===== config.mk =====
export PLATFORM = sky130hd
export DESIGN_NAME = fb_addr_gen
export DESIGN_NICKNAME = d
export VERILOG_FILES = /design/src/rtl/fb_pkg.sv /design/src/rtl/edge_det.sv /design/src/rtl/fb_addr_gen.sv
export SDC_FILE = /design/constraint.sdc
export NUM_CORES = 1
export LEC_CHECK = 0
export CELL_PAD_IN_SITES_DETAIL_PLACEMENT = 0
export CELL_PAD_IN_SITES_GLOBAL_PLACEMENT = 1
export CORE_MARGIN = 1
export CORE_UTILIZATION = 38
export CTS_BUF_LIST = sky130_fd_sc_hd__clkbuf_8
export CTS_CLUSTER_DIAMETER = 40
export DETAILED_ROUTE_END_ITERATION = 12
export GPL_TIMING_DRIVEN = 0
export PLACE_DENSITY = 0.71
export SETUP_SLACK_MARGIN = 0.05
export SLEW_MARGIN = 20
export SYNTH_ARGS = -nofsm -noshare
export SYNTH_HDL_FRONTEND = slang
export SYNTH_SLANG_ARGS = --single-unit

===== constraint.sdc =====
create_clock -name CLK -period 9.7 [get_ports CLK]
set_input_delay 0.97 -clock CLK [delete_from_list [all_inputs] [get_ports CLK]]
set_output_delay 0.97 -clock CLK [all_outputs]
set_load 0.01 [all_outputs]

===== src/rtl/fb_pkg.sv =====
// Shared definitions for the frame-buffer address generator: FSM encoding,
// mode bit positions and a width helper.
package fb_pkg;

  typedef enum logic [2:0] {
    WAIT_VS = 3'd0,
    VBLANK  = 3'd1,
    LINE    = 3'd2,
    HBLANK  = 3'd3,
    DONE    = 3'd4
  } fb_state_e;

  localparam int MODE_VFLIP   = 0;
  localparam int MODE_HMIRROR = 1;

  // Minimum counter width able to hold values 0..n-1, never below 1 bit.
  function automatic int width_of(input int n);
    return (n > 1) ? $clog2(n) : 1;
  endfunction

endpackage


===== src/rtl/edge_det.sv =====
// Single-signal edge detector: registered previous sample with combinational
// rise/fall outputs for the current cycle.
module edge_det #(
  parameter logic RST_VAL = 1'b0
) (
  input  logic CLK,
  input  logic RESET,
  input  logic sig,
  output logic rise,
  output logic fall
);

  logic prev;

  // NOTE: sequential state uses non-blocking assignment so every flop samples
  // pre-edge values regardless of process evaluation order.
  always_ff @(posedge CLK or posedge RESET) begin
    if (RESET) prev <= RST_VAL;
    else       prev <= sig;
  end

  assign rise = sig & ~prev;
  assign fall = ~sig & prev;

endmodule


===== src/rtl/fb_addr_gen.sv =====
// Frame-buffer read address generator driven by video timing, with optional
// vertical flip and horizontal mirror latched once per frame.
module fb_addr_gen
  import fb_pkg::*;
#(
  parameter int HSIZE = 640,
  parameter int VSIZE = 480,
  parameter int AW    = 19
) (
  input  logic          CLK,
  input  logic          RESET,
  input  logic          Vsync,
  input  logic          Hsync,
  input  logic          DE,
  input  logic [1:0]    mode,
  output logic [AW-1:0] addr,
  output logic          addr_valid,
  output logic          frame_start,
  output logic          err
);

  localparam int XW = width_of(HSIZE);
  localparam int RW = width_of(VSIZE + 1);

  localparam logic [AW-1:0] H_STEP    = AW'(HSIZE);
  localparam logic [AW-1:0] H_LAST    = AW'(HSIZE - 1);
  localparam logic [AW-1:0] FLIP_BASE = AW'((VSIZE - 1) * HSIZE);
  localparam logic [XW-1:0] X_LAST    = XW'(HSIZE - 1);
  localparam logic [RW-1:0] ROW_END   = RW'(VSIZE);

  fb_state_e     state, state_n;
  logic [1:0]    mode_q;
  logic [RW-1:0] row;
  logic [AW-1:0] row_base;
  logic [XW-1:0] x;

  logic vs_fall, unused_vs_rise, de_rise, de_fall;
  logic emit, first_px, line_end, err_set;
  logic [AW-1:0] col, col_term;

  // Vsync history starts low so a reset released during the sync pulse
  // cannot fake a frame start.
  edge_det #(.RST_VAL(1'b0)) u_vs_edge (
    .CLK   (CLK),
    .RESET (RESET),
    .sig   (Vsync),
    .rise  (unused_vs_rise),
    .fall  (vs_fall)
  );

  edge_det #(.RST_VAL(1'b0)) u_de_edge (
    .CLK   (CLK),
    .RESET (RESET),
    .sig   (DE),
    .rise  (de_rise),
    .fall  (de_fall)
  );

  always_ff @(posedge CLK or posedge RESET) begin
    if (RESET) state <= WAIT_VS;
    else       state <= state_n;
  end

  // NOTE: every output of this block gets a default first so no path can
  // leave one unassigned and infer a latch.
  always_comb begin
    state_n  = state;
    emit     = 1'b0;
    first_px = 1'b0;
    line_end = 1'b0;
    err_set  = 1'b0;
    if (vs_fall) begin
      state_n = VBLANK;
    end else begin
      case (state)
        WAIT_VS: ;
        VBLANK: begin
          if (de_rise) begin
            state_n  = LINE;
            emit     = 1'b1;
            first_px = 1'b1;
          end
        end
        HBLANK: begin
          if (row == ROW_END) begin
            state_n = DONE;
            err_set = de_rise;
          end else if (de_rise) begin
            state_n  = LINE;
            emit     = 1'b1;
            first_px = 1'b1;
          end
        end
        LINE: begin
          if (de_fall) begin
            state_n  = HBLANK;
            line_end = 1'b1;
          end else if (!Hsync) begin
            state_n = HBLANK;
            err_set = 1'b1;
          end else if (x == X_LAST) begin
            err_set = 1'b1;
          end else begin
            emit = 1'b1;
          end
        end
        DONE:    err_set = de_rise;
        default: state_n = WAIT_VS;
      endcase
    end
  end

  // x holds the column of the last emitted pixel, so the next one is x+1.
  assign col      = first_px ? '0 : AW'(x) + AW'(1);
  assign col_term = mode_q[MODE_HMIRROR] ? (H_LAST - col) : col;

  always_ff @(posedge CLK or posedge RESET) begin
    if (RESET) begin
      addr        <= '0;
      addr_valid  <= 1'b0;
      frame_start <= 1'b0;
      err         <= 1'b0;
      row         <= '0;
      row_base    <= '0;
      x           <= '0;
      mode_q      <= 2'b00;
    end else begin
      frame_start <= vs_fall;
      addr_valid  <= emit;
      if (emit) addr <= row_base + col_term;

      if (vs_fall) begin
        mode_q   <= mode;
        row      <= '0;
        err      <= 1'b0;
        x        <= '0;
        row_base <= mode[MODE_VFLIP] ? FLIP_BASE : '0;
      end else begin
        if (emit)        x <= col[XW-1:0];
        else if (!Hsync) x <= '0;

        if (err_set) err <= 1'b1;

        // Base stops at the last line so it never steps outside the frame.
        if (line_end) begin
          row <= row + RW'(1);
          if (row + RW'(1) < ROW_END)
            row_base <= mode_q[MODE_VFLIP] ? (row_base - H_STEP) : (row_base + H_STEP);
        end
      end
    end
  end

endmodule


# After elaboration in Yosys (flattened, before gate mapping)
# Cells that the tools add are included.
[word_totals] ff_bits=67 input_bits=7 out_inout_bits=22 word_cells=78
[op_classes] add_sub_neg=6 n_lt_le_gt_ge=1 eq_ne=9 muxes=38 bitwise=6 reduce_logical=7
[ops] op="$mux W19" n=6
[ops] op="$mux W10" n=3
[ops] op="$add A19 B10 Y19 const B" n=1
[ops] op="$add A19 B19 Y19" n=1
[ops] op="$sub A19 B10 Y19 const B" n=1
[ops] op="$mux W9" n=2
[ops] op="$mux W1" n=17
[ops] op="$mux W3" n=5
[ops] op="$pmux W3 S4" n=1
[ops] op="$sub A10 B11 Y12 const A" n=1
[ops] op="$add A10 B1 Y11 const B" n=1
[ops] op="$mux W11" n=1
[ops] op="$eq A10 B10 Y1 const B" n=1
[ops] op="$add A9 B1 Y9 const B" n=1
[ops] op="$eq A9 B9 Y1 const B" n=1
[ops] op="$lt A9 B9 Y1 const B" n=1
[ops] op="$eq A3 B2 Y1 const B" n=2
[ops] op="$pmux W1 S3" n=2
[ops] op="$reduce_bool A2 Y1" n=3
[ops] op="$ne A4 B4 Y1 const B" n=1
[ops] op="$reduce_and A2 Y1" n=2
[ops] op="$and A1 B1 Y1" n=3
[ops] op="$eq A3 B1 Y1 const B" n=1
[ops] op="$eq A3 B3 Y1 const B" n=1
[ops] op="other kinds (6)" n=8

# Logic depth before layout (Yosys ltp)
[depth] depth_word=10 ltp_mapped=19 depth_no_buf=18

# Modules after synthesis
# Synthesis repeated with hierarchy kept, for this count alone.
[unflattened] cells_unflattened=419 area_unflattened_um2=3794.9
[by_module_without_submodules] mod="fb_addr_gen" instances=1 cells_per_inst=411 area_per_inst_um2=3707.3 seq_area_each_um2=1451.4
[by_module_without_submodules] mod="edge_det" instances=2 cells_per_inst=4 area_per_inst_um2=43.8 seq_area_each_um2=25.0

# Worst setup path before layout
# OpenSTA, ideal clock, no wires.
[synth_path] kind="input-to-reg" from="input port Vsync" to="register addr[18]" setup_time_ns=0.123 arrival_time_ns=4.220 t_required_ns=9.577 path_slack_ns=5.357 path_stages=17 path_buffers=1 cell_sequence="nand2b_1 > inv_1 > or3_1 > buf_6 > nand2_1 > ha_1 > or4_4 > a21oi_2 > o211a_4 > ha_1 > o21a_1 > or3_1 > a31o_2 > a21oi_1 > o21bai_1 > xnor2_1 > o21ai_1"
[synth_between] elab_chain_len=7 word_cells_on_any_way=8 cone_classes="2 x add/sub; 4 x mux; 2 x bitwise"
[synth_rtl] element="from (decl)" line_no="fb_addr_gen.sv:12" source="input logic Vsync,"
[synth_rtl] element="$not A1 Y1 (*)" line_no="edge_det.sv:23" source="assign fall = ~sig & prev;"
[synth_rtl] element="$and A1 B1 Y1 (*)" line_no="edge_det.sv:23"
[synth_rtl] element="$mux W1" line_no="fb_addr_gen.sv:72" source="if (vs_fall) begin"
[synth_rtl] element="$mux W11" line_no="fb_addr_gen.sv:114" source="assign col = first_px ? '0 : AW'(x) + AW'(1);"
[synth_rtl] element="$sub A10 B11 Y12" line_no="fb_addr_gen.sv:115" source="assign col_term = mode_q[MODE_HMIRROR] ? (H_LAST - col) : col;"
[synth_rtl] element="$mux W19" line_no="fb_addr_gen.sv:115"
[synth_rtl] element="$add A19 B19 Y19" line_no="fb_addr_gen.sv:130" source="if (emit) addr <= row_base + col_term;"
[synth_rtl] element="to (signal assigned)" line_no="fb_addr_gen.sv:130"
[synth_rtl] element="to (decl)" line_no="fb_addr_gen.sv:16" source="output logic [AW-1:0] addr,"
# Mark *: on every way between the ends. The rest lies on a longest branch, timed or not.
# A chain may end at the register's enable or synchronous reset.

# Worst setup path after layout
# Same ends and word-level chain as after synthesis.

==> implementation parameters <==
Parameter                              Value

Outcome
  Outcome ... complete, no violations

GRT
  Maximum number of pins on one net before global-route repair ... 34
  Vias in the first global route ... 2971
  GRT Resource Usage Total ... 17.9%
  Antenna violations before repair ... 0
  Overall overflow remaining after global route ... 0
  Wire length of the first global-routing pass ... 14300 um

Placement
  Placed standard-cell area ... 4340 um2
  Final estimated routing congestion in global placement ... 0.865
  Number of port buffers ... 28
  Total half-perimeter wirelength after legalization and detailed placement ... 6410 um
  Placed insts ... 589

Setup path
  Depth of the worst register-to-register path ... 18
  Kind of start point of the critical path ... primary input
  Setup CP Type ... primary input to register
  Maximum fanout count along the critical path ... 8
  Setup crit start ... Vsync
  Capture point of the critical path ... addr[18]
  R2r endpoint ... addr[18]
  Arrival @ worst endpoint ... 5.04 ns
  Source of the worst register-to-register timing path ... x[0]
  Register-to-register setup slack ... 5.30 ns
  Required time at the worst-slack endpoint ... 9.92 ns
  Crit end category ... register

CTS
  Clk root buf ... clkbuf_8
  Number of H-tree levels ... 3
  Number of buffers inserted during clock tree synthesis ... 9
  Sink count of the clock tree ... 60
  CTS tree ... done
  Register clock-pin slew on the reported worst setup and hold paths ... 0.07 ns
  Count of instances resized after the clock tree is built ... 0
  Total setup buffers inserted after CTS ... 0
  Maximum count of clock buffers along a single path ... 2
  Hold buffers post-CTS ... 0
  Worst skew pair latency ... 0.34 ns

Routing
  First DRT Iteration DRCs ... 89
  Per-cell via count in the routed design ... 5.16
  Wirelength per Cell ... 14.0 um
  Count of TritonRoute iterations in the first routing pass ... 4
  ANT nets after route ... 0
  Routed wire length ... 8450 um
  Count of unresolved DRC violations after routing ... 0
  Vias after detailed routing ... 3122

Pwr
  Power density over cell area ... 199 nW/um2
  Worst VDD drop ... 87.6 uV
  Static leakage power ... 2.00 nW

Logic synthesis
  Number of distinct library cell variants in the gate-level netlist after synthesis ... 67
  Avg Synthesized Cell Area ... 9.06 um2
  Gate Count Post-Synth ... 427
  Share of the yosys chip area belonging to registers ... 38.8%
  Most common flop cell mapped by yosys ... dfrtp_1
  Share of flip-flops with an asynchronous set or reset after synthesis ... 100%
  Number of nets in the synthesized netlist ... 460
  Warnings from Yosys ... 0
  Number of synthesized register bits ... 60
  Mapped Area ... 3870 um2
  Count of flip-flops with a built-in enable after synthesis ... 0

Timing
  Max-slew violation count ... 0
  Unrepaired setup endpoints after global routing ... false
  Time the final worst path needs with I/O delays and setup ... 4.81 ns
  Setup total negative slack ... 0 ns
  Share of the cycle needed by the critical path after routing ... 49.6%
  Relative slew slack ... 42.9%
  Slew at the pin closest to its max-slew limit ... 0.850 ns
  Final hold vios ... 0
  Worst setup skew after layout ... 0.0109 ns
  Highest clock rate ... 208 MHz
  Final setup violating endpoints ... 0

Cells and area
  Highest-count cells in the layout ignoring fill and taps ... 60 x dfrtp_1, 50 x nand2_1, 45 x o21ai_0
  Number of standard cells in the final layout excluding fillers ... 605
  Most common library cell in the layout ignoring fill and taps ... dfrtp_1
  Fraction of layout instances using a drive strength above 1 ... 10.2%
  Ant. Diodes ... 0
  Synth-to-layout area growth ... 17.3%
  Total non-filler cell area in the finished layout ... 4540 um2
  Final Net Count ... 500

Floorplan
  Initial Utilization ... 39.4%
  Standard cell core area ... 9820 um2
  Width of the chip ... 103 um
  Number of I/O pins ... 29
  Area of the die ... 10600 um2
  Vertical die dimension ... 103 um
  Number of placement rows ... 36

Flow run
  Number of max-capacitance violations reported ... 0

Worst hold path
  Worst min-delay path class ... register to register
routing by layer:
metal / up-vias / track usage (%) / share of wire (%)
met3: 12 / 3.46 / 2.9
met4: 0 / 7.37 / 2.1
met2: 43 / 29.5 / 47
met1: 1485 / 23.0 / 48
met5: - / 0 / 0
li1: 1582 / - / -
power by group:
group / switching [mW] / leakage, nW / internal (mW)
logic: 0.162 / 1.12 / 0.165
clock network: 0.102 / 0.109 / 0.131
registers: 0.0407 / 0.777 / 0.304
cells by family (layout without fill, tap and decap cells):
kind of cell,Yosys count,in the layout,synth area share (%)
XOR/XNOR,42,42,9.70
multiplexers,5,5,1.42
AND/OR/NAND/NOR,155,155,20.5
adder cells (fa/ha/maj),26,26,8.60
AO/OA/AOI/OAI,106,106,16.9
flip-flops,60,60,38.8
buffers and inverters,33,78,4.11
cell usage after synthesis, types with 2 or more instances:
library cell	count	area share, %
ha_1	25	8.1
o21a_1	4	0.78
nand4_1	6	0.97
nor3_1	7	0.91
or3_1	2	0.32
nor2b_1	3	0.49
o21bai_1	3	0.58
and2_1	2	0.32
nand3_1	14	1.8
a31oi_1	2	0.32
o31ai_1	2	0.39
nand4b_1	2	0.45
nor2_1	37	3.6
dfrtp_1	60	39
a211oi_1	4	0.78
nand2_1	50	4.8
buf_4	2	0.39
a21o_1	6	1.2
clkbuf_1	3	0.29
a21oi_1	24	3.1
o21ai_0	45	5.8
nor4_1	2	0.32
inv_1	18	1.7
nand3_2	2	0.52
nand2b_1	9	1.5
mux2i_1	4	1.0
buf_6	3	0.87
and3_1	2	0.32
xnor2_1	26	5.9
o211a_1	2	0.52
xor2_1	15	3.4
buf_2	3	0.39
nor3b_1	3	0.58
buf_1	2	0.19
area by class of cell:
cell class	count	area (um2)
Buffer	14	87.6
Clock buffer	11	151
Clock inverter	5	50.0
Fill cell	997	5280
Inverter	19	73.8
Multi-Input combinational cell	334	2210
Sequential cell	60	1500
Tap cell	133	166
Timing Repair Buffer	29	300
critical path: stages:
cell and delay [ns]:
clkdlybuf4s50_1 0.41, nand2b_1 0.23, inv_1 0.25, or3_1 0.16, buf_6 0.12, nand2_1 0.12
ha_1 0.24, or4_4 0.52, a21oi_2 0.16, o211a_4 0.26, ha_1 0.26, o21a_1 0.20
or3_1 0.30, a31o_2 0.25, a21oi_1 0.22, o21bai_1 0.11, xnor2_1 0.16, o21ai_1 0.07
how the worst min path moves through the flow:
stage,from,endpoint,slack [ns],cells after the start
2_1_floorplan,row_base[17],row_base[17],0.50,2
3_5_place_dp,addr[2],addr[2],0.47,2
4_1_cts,addr[17],addr[17],0.49,2
5_1_grt,addr[0],addr[0],0.51,2
6_report,addr[4],addr[4],0.48,2
3_3_place_gp,addr[7],addr[7],0.46,2
stage by stage:
stage	hold slack, ns	util (%)	setup WS [ns]	total power, mW
after floorplan	0.498	-	5.36	0.550
after global placement	0.459	44.0	4.53	0.670
after detailed placement	0.473	44.2	4.50	0.680
after CTS	0.488	46.2	4.87	0.916
after global routing	0.506	46.2	4.60	0.970
final	0.482	46.2	4.89	0.905
registers in the layout, summed over array words and instances, names as in the netlist:
register        flops
x                  10
frame_start         1
addr_valid          1
state               3
err                 1
u_de_edge.prev      1
row                 9
row_base           12
mode_q              2
addr               19
u_vs_edge.prev      1
Power figures use the tool's default switching activity.
